<file path="config.mk">
export PLATFORM = sky130hd
export DESIGN_NAME = booth_approx_pipe
export DESIGN_NICKNAME = d
export VERILOG_FILES = /design/src/rtl/booth_pkg.sv /design/src/rtl/booth_pp_gen.sv /design/src/rtl/booth_approx_pipe.sv
export SDC_FILE = /design/constraint.sdc
export NUM_CORES = 1
export LEC_CHECK = 0
export CAP_MARGIN = 40
export CORE_ASPECT_RATIO = 1.2
export CORE_UTILIZATION = 44
export DETAILED_ROUTE_END_ITERATION = 10
export SLEW_MARGIN = 15
export SYNTH_ARGS = -nofsm -noshare
export SYNTH_HDL_FRONTEND = slang
export SYNTH_SLANG_ARGS = --single-unit
export TNS_END_PERCENT = 1
</file>
<file path="constraint.sdc">
create_clock -name clk -period 6.7 [get_ports clk]
set_input_delay 1.005 -clock clk [delete_from_list [all_inputs] [get_ports clk]]
set_output_delay 1.005 -clock clk [all_outputs]
set_load 0.01 [all_outputs]
</file>
<file path="src/rtl/booth_pkg.sv">
// Radix-4 Booth digit select codes and the digit-to-select mapping
// shared by the partial-product generators.
package booth_pkg;

  typedef enum logic [2:0] {
    ZERO = 3'd0,
    POS1 = 3'd1,
    POS2 = 3'd2,
    NEG2 = 3'd3,
    NEG1 = 3'd4
  } booth_sel_t;

  // Approximate mode folds the +/-2x digits onto +/-x.
  function automatic booth_sel_t booth_sel(input logic [2:0] digit, input logic approx);
    booth_sel_t sel;
    sel = ZERO;
    case (digit)
      3'b001, 3'b010: sel = POS1;
      3'b011:         sel = approx ? POS1 : POS2;
      3'b100:         sel = approx ? NEG1 : NEG2;
      3'b101, 3'b110: sel = NEG1;
      default:        sel = ZERO;
    endcase
    return sel;
  endfunction

endpackage

</file>
<file path="src/rtl/booth_pp_gen.sv">
// One radix-4 Booth partial product (WIDTH+2 bits) for a single digit,
// plus a flag telling whether approximation altered that digit.
module booth_pp_gen
  import booth_pkg::*;
#(
  parameter int WIDTH = 8
) (
  input  logic [WIDTH-1:0] x,
  input  logic [2:0]       digit,
  input  logic             approx,
  output logic [WIDTH+1:0] pp,
  output logic             hit
);

  logic [WIDTH+1:0] x1;
  logic [WIDTH+1:0] x2;

  // Two guard bits let -2x of the most negative x stay representable.
  assign x1 = {{2{x[WIDTH-1]}}, x};
  assign x2 = {x1[WIDTH:0], 1'b0};

  always_comb begin
    pp = '0;
    case (booth_sel(digit, approx))
      POS1:    pp = x1;
      POS2:    pp = x2;
      NEG1:    pp = -x1;
      NEG2:    pp = -x2;
      default: pp = '0;
    endcase
  end

  assign hit = approx && ((digit == 3'b011) || (digit == 3'b100));

endmodule

</file>
<file path="src/rtl/booth_approx_pipe.sv">
// Three-stage radix-4 Booth multiplier with optional approximate digits
// and a valid/ready handshake driven by a single pipeline enable.
module booth_approx_pipe
  import booth_pkg::*;
#(
  parameter int WIDTH = 8
) (
  input  logic               clk,
  input  logic               rst,
  input  logic               in_valid,
  output logic               in_ready,
  input  logic [WIDTH-1:0]   in_x,
  input  logic [WIDTH-1:0]   in_y,
  input  logic               in_approx,
  output logic               out_valid,
  input  logic               out_ready,
  output logic [2*WIDTH-1:0] out_p,
  output logic               out_hit
);

  localparam int N = WIDTH / 2;

  logic               enable;

  logic               s1_valid_reg;
  logic [WIDTH-1:0]   s1_x_reg;
  logic [WIDTH-1:0]   s1_y_reg;
  logic               s1_approx_reg;

  logic               s2_valid_reg;
  logic [WIDTH+1:0]   s2_pp_reg [N];
  logic               s2_hit_reg;

  logic               s3_valid_reg;
  logic [2*WIDTH-1:0] s3_p_reg;
  logic               s3_hit_reg;

  logic [WIDTH+1:0]   pp_next [N];
  logic [N-1:0]       hit_vec;
  logic [2*WIDTH-1:0] sum_next;

  // A stalled output freezes everything; an empty output lets bubbles collapse.
  assign enable   = out_ready || !s3_valid_reg;
  assign in_ready = enable;

  generate
    for (genvar gi = 0; gi < N; gi++) begin : g_pp
      logic [2:0] digit;
      if (gi == 0) begin : g_first
        assign digit = {s1_y_reg[1:0], 1'b0};
      end else begin : g_rest
        assign digit = s1_y_reg[2*gi+1 -: 3];
      end
      booth_pp_gen #(.WIDTH(WIDTH)) u_pp (
        .x      (s1_x_reg),
        .digit  (digit),
        .approx (s1_approx_reg),
        .pp     (pp_next[gi]),
        .hit    (hit_vec[gi])
      );
    end
  endgenerate

  always_comb begin
    sum_next = '0;
    for (int k = 0; k < N; k++) begin
      sum_next = sum_next + ({{(WIDTH-2){s2_pp_reg[k][WIDTH+1]}}, s2_pp_reg[k]} << (2*k));
    end
  end

  always_ff @(posedge clk or posedge rst) begin
    if (rst) begin
      s1_valid_reg  <= 1'b0;
      s1_x_reg      <= '0;
      s1_y_reg      <= '0;
      s1_approx_reg <= 1'b0;
      s2_valid_reg  <= 1'b0;
      for (int k = 0; k < N; k++) s2_pp_reg[k] <= '0;
      s2_hit_reg    <= 1'b0;
      s3_valid_reg  <= 1'b0;
      s3_p_reg      <= '0;
      s3_hit_reg    <= 1'b0;
    end else if (enable) begin
      s1_valid_reg  <= in_valid;
      s1_x_reg      <= in_x;
      s1_y_reg      <= in_y;
      s1_approx_reg <= in_approx;
      s2_valid_reg  <= s1_valid_reg;
      for (int k = 0; k < N; k++) s2_pp_reg[k] <= pp_next[k];
      s2_hit_reg    <= |hit_vec;
      s3_valid_reg  <= s2_valid_reg;
      s3_p_reg      <= sum_next;
      s3_hit_reg    <= s2_hit_reg;
    end
  end

  assign out_valid = s3_valid_reg;
  assign out_p     = s3_p_reg;
  assign out_hit   = s3_hit_reg;

endmodule

</file>
# Word level (Yosys, flattened, before mapping)
# Cells that the tools add are included.
[op_classes] n_addsub=5 multipliers=0 div=0 magnitude_cmp=0 eq_ne=37 shifts=0 muxes=10 bitwise_logic=0 reduce_logical=16
[op_table] op="$pmux W10 S4" count=4
[op_table] op="$eq A3 B2 Y1 const B" count=14
[op_table] op="$eq A3 B3 Y1 const B" count=13
[op_table] op="$pmux W3 S4" count=3
[op_table] op="$eq A3 B1 Y1 const B" count=7
[op_table] op="$neg A10 Y10" count=2
[op_table] op="$add A16 B16 Y16" count=1
[op_table] op="$add A13 B14 Y15" count=1
[op_table] op="$add A10 B12 Y13" count=1
[op_table] op="$reduce_or A2 Y1" count=6
[op_table] op="$pmux W3 S3" count=1
[op_table] op="$eq A2 B2 Y1 const B" count=2
[op_table] op="$logic_and A1 B1 Y1" count=4
[op_table] op="$logic_or A1 B1 Y1" count=4
[op_table] op="$reduce_or A4 Y1" count=1
[op_table] op="$mux W3" count=1
[op_table] op="$eq A2 B1 Y1 const B" count=1
[op_table] op="$mux W2" count=1
[op_table] op="$logic_not A1 Y1" count=1
[totals] register_bits=78 latch_bits=0 ram_bits=0 rom_bits=0 inputBits=21 output_inout_bits=19 elab_cells=81 mem_count=0

# Logic depth before layout (Yosys ltp)
[logic_depth] word_depth=5 mapped_depth=17 ltp_nobuf=17

# Cells and area by module
# From an unflattened synthesis, not the netlist that was laid out.
[hier_totals] hier_cells=774 hier_area_um2=6321.1
[by_module_without_submodules] module="booth_approx_pipe" instances=1 cells_per_inst=442 area_each_um2=3978.8 seq_area_each_um2=1951.9
[by_module_without_submodules] module="booth_pp_gen" instances=4 cells_per_inst=83 area_each_um2=585.6 seq_area_each_um2=0.0

# Least setup slack after synthesis
# Ideal clock, no wire load.
[synth_timing] path_type="register to register" start="register s2_pp_reg[10] in the netlist's numbering" end="register s3_p_reg[15] (netlist: out_p[15])" t_arrival_ns=3.749 t_required_ns=6.566 slack_ns=2.816 path_stages_with_launch=18 path_buffers=0 synth_period_minus_slack_ns=3.884 path_cell_list="dfrtp_1 > inv_1 > fa_1 > inv_1 > fa_1 > a21o_1 > a21oi_1 > o21bai_1 > a2111o_1 > nand2_1 > xnor2_1 > ha_1 > a2111oi_0 > o21a_1 > nor2_1 > a311oi_1 > and3_1 > o31ai_1"
[synth_via] elab_chain_len=2
[synth_lines] element="start: declaration" line_no="booth_approx_pipe.sv:31" text="logic [WIDTH+1:0] s2_pp_reg [N];"
[synth_lines] element="$add A13 B14 Y15" line_no="booth_approx_pipe.sv:67" text="sum_next = sum_next + ({{(WIDTH-2){s2_pp_reg[k][WIDTH+1]}}, s2_pp_reg[k]} << (2*k));"
[synth_lines] element="$add A16 B16 Y16" line_no="booth_approx_pipe.sv:67"
[synth_lines] element="end signal: assignment" line_no="booth_approx_pipe.sv:92" text="s3_p_reg <= sum_next;"
[synth_lines] element="end: declaration" line_no="booth_approx_pipe.sv:35" text="logic [2*WIDTH-1:0] s3_p_reg;"
# No other way between the ends.
# A chain may end at the register's enable or synchronous reset.

# Final worst setup path
# Ends and elaborated chain as after synthesis.

==> results by group <==
Clock network
  – CTS clk-pin slew, worst paths: 0.07 ns
  – Total CTS buffers: 9
  – Clk sink count: 78
  – CTS Root Cell: clkbuf_16
  – Post-CTS setup buffer count: 0
  – Max Root-Sink Buffers: 2
  – CTS resizes: 0
  – H-tree level count: 3
  – TritonCTS clock tree: yes
  – Worst skew pair latency: 0.34 ns
  – CTS Hold Bufs: 0

Placement
  – Port buffer count: 39
  – RD Place Congestion: 0.857
  – DP HPWL: 11.0 mm

Finish
  – # fillers: 1189
  – Fin nets: 725
  – Commonest cells after routing, fill and taps aside: 128 x nand2_1, 78 x dfrtp_1, 54 x nor2_1, 45 x o21ai_0, 41 x a21oi_1
  – Synth-to-layout area growth: 14.7%
  – Fin util: 0.517
  – Flip-flop and latch area: 1950 sq um
  – Ant diodes: 0
  – Multi-input logic area: 3270 sq um
  – Max reg flops: 40
  – Commonest non-fill, non-tap cell in the layout: nand2_1
  – Share of layout cells above drive strength 1: 0.0579

Logic synthesis
  – Async SR Flop Fraction: 1.00
  – Sequential fraction of the synthesis area: 0.358
  – #FFs+latches synth: 78
  – Leading area contributor after synthesis: dfrtp_1
  – Synthesized area: 5460 sq um
  – Post-synth top area share: 0.358
  – Post-synth top flop: dfrtp_1
  – Syn_area_per_cell: 8.36 sq um
  – Unique masters post-synth: 60
  – Synth Instances: 653
  – Syn_nets: 709
  – Top post-synthesis cells by area: dfrtp_1 36%, nand2_1 8.8%, ha_1 5.3%
  – Ys Warns: 0
  – Number of flops mapped to enable cells by yosys: 0

Global routing
  – Initial antenna violation count: 0
  – Gr ovfl total: 0
  – Vias in the first global route: 4726
  – First-pass GRT wire length: 24.8 mm
  – Pin count of the biggest net entering global routing: 77
  – Gr usage total: 0.250

Drt
  – DRT Pass-1 Iters: 6
  – Vias: 4927
  – Vias per cell: 5.90
  – DRT antenna net count: 0
  – DRT Wirelength: 15.3 mm
  – Iter 0 DRT Violations: 461
  – WL/cell: 18.4 microns
  – # DRC: 0

Critical path
  – R2r setup slk: 2.34 ns
  – Worst Setup End Kind: flip-flop
  – Type of element launching the critical path: flip-flop
  – Buf/Inv on CP: 2
  – Critical path's top delay family: compound AO/OA/AOI/OAI gates
  – CP max stage delay: 0.53 ns
  – Crit-path cells: inv_1 -> fa_1 -> inv_1 -> ha_1 -> a211oi_1 -> nor2_1 -> o21ai_0 -> o21ai_0 -> xor2_1 -> ha_1 -> a2111oi_0 -> o21a_1 -> nor2_1 -> a311oi_1 -> and3_1 -> o31ai_1
  – Max FO, Critical Path: 6
  – Crit path kind: flip-flop to flip-flop
  – Worst EP required: 6.90 ns
  – Slowest stage cell on the critical path: fa_1
  – Arr. time, crit path: 4.57 ns

STA
  – RSZ-0062 raised after global routing: false
  – Worst-margin pin slew: 0.913 ns
  – Slew Viols, Final: 0
  – Final Cycle Share: 0.651
  – Sum Neg Setup Slack: 0 ns
  – Skew final: 0.00834 ns
  – Setup violators final: 0
  – Crit path time final: 4.36 ns
  – Max Fclk: 0.229 GHz
  – Max-slew headroom: 0.390
  – Fin. Hold Viols: 0

Die
  – Die Y: 124 microns
  – Die area: 12900 sq um
  – Core Region: 12100 sq um
  – Number of I/O pins: 40
  – Row count: 44
  – Die width: 104 microns
  – Initial Util: 0.451

Hold path
  – Worst hold path class: flip-flop to flip-flop

Outcome
  – Status: finished, final reports clean

Run
  – Max Cap Violations: 0
## worst reg2reg max path, cell delays in order (launching register included)
cell and delay [ns]:
dfrtp_1 0.32, inv_1 0.06, fa_1 0.53, inv_1 0.07, ha_1 0.32, a211oi_1 0.22
nor2_1 0.11, o21ai_0 0.49, o21ai_0 0.23, xor2_1 0.18, ha_1 0.36, a2111oi_0 0.46
o21a_1 0.22, nor2_1 0.08, a311oi_1 0.32, and3_1 0.20, o31ai_1 0.06
## layout make-up
cell class | instances | area share
clock buffers | 11 | 0.0388
clock inverters | 5 | 0.00640
inverters | 22 | 0.0134
multi-input cells | 510 | 0.522
flip-flops and latches | 78 | 0.312
well taps | 161 | 0.0322
repair buffers | 48 | 0.0756
## worst paths after layout
| path | from | to | cells after the start |
|---|---|---|---|
| max | s2_pp_reg[10] | out_p[15] | 16 |
| min | s2_valid_reg | s2_valid_reg | 2 |
| max reg2reg | s2_pp_reg[10] | out_p[15] | 16 |
| min reg2reg | s2_valid_reg | s2_valid_reg | 2 |
| max in group asynchronous | rst | s2_pp_reg[25] | 4 |
| min in group asynchronous | rst | out_valid | 3 |
## per-stage QoR
stage / instances / cell area, sq um / hold WS [ns] / setup WS [ns]
3_5_place_dp: 818 / 5970 / 0.451 / 2.39
3_3_place_gp: 815 / 5930 / 0.446 / 2.53
6_report: 835 / 6260 / 0.461 / 2.34
2_1_floorplan: 653 / 5460 / 0.430 / 2.82
5_1_grt: 835 / 6260 / 0.492 / 1.94
4_1_cts: 834 / 6250 / 0.468 / 2.36
## cell families (layout without fill, tap and decap cells)
| family | count (synthesis) | count (layout) | synth area share |
|---|---|---|---|
| AND/OR/NAND/NOR | 242 | 242 | 0.200 |
| XOR/XNOR | 19 | 19 | 0.0305 |
| multiplexers | 2 | 2 | 0.00367 |
| buffers and inverters | 65 | 86 | 0.0463 |
| flip-flops | 78 | 78 | 0.358 |
| adder cells (fa/ha/maj) | 35 | 35 | 0.0968 |
| AO/OA/AOI/OAI | 212 | 212 | 0.265 |
## cells in the mapped netlist, types with 3 or more instances
master	instances
nand2b_1	8
o31ai_1	7
a31oi_1	13
xor2_1	7
and2_1	3
a21o_1	23
dfrtp_1	78
nand3_1	6
fa_1	12
nand2_1	128
nor2_1	54
nand3b_1	4
or3_1	4
nor3b_1	5
a21oi_1	41
xnor2_1	12
a22oi_1	8
o21a_1	4
a211oi_1	8
and3_1	3
clkbuf_1	37
inv_1	22
o211ai_1	4
buf_1	4
nor3_1	8
nor2b_1	8
o21ai_0	45
a221oi_1	19
ha_1	23
a222oi_1	6
a22o_1	9
## metal layers
layer / vias to the layer above / share of wire / wire (microns) / global-route usage
li1: 2368 / - / - / -
met1: 2383 / 0.43 / 6540 / 0.305
met2: 149 / 0.51 / 7850 / 0.456
met3: 27 / 0.038 / 587 / 0.0335
met4: 0 / 0.023 / 352 / 0.0911
met5: - / 0 / 0 / 0
Power is not shown: default switching activity piles up to over one toggle a cycle in this logic, so the estimate is an artifact.
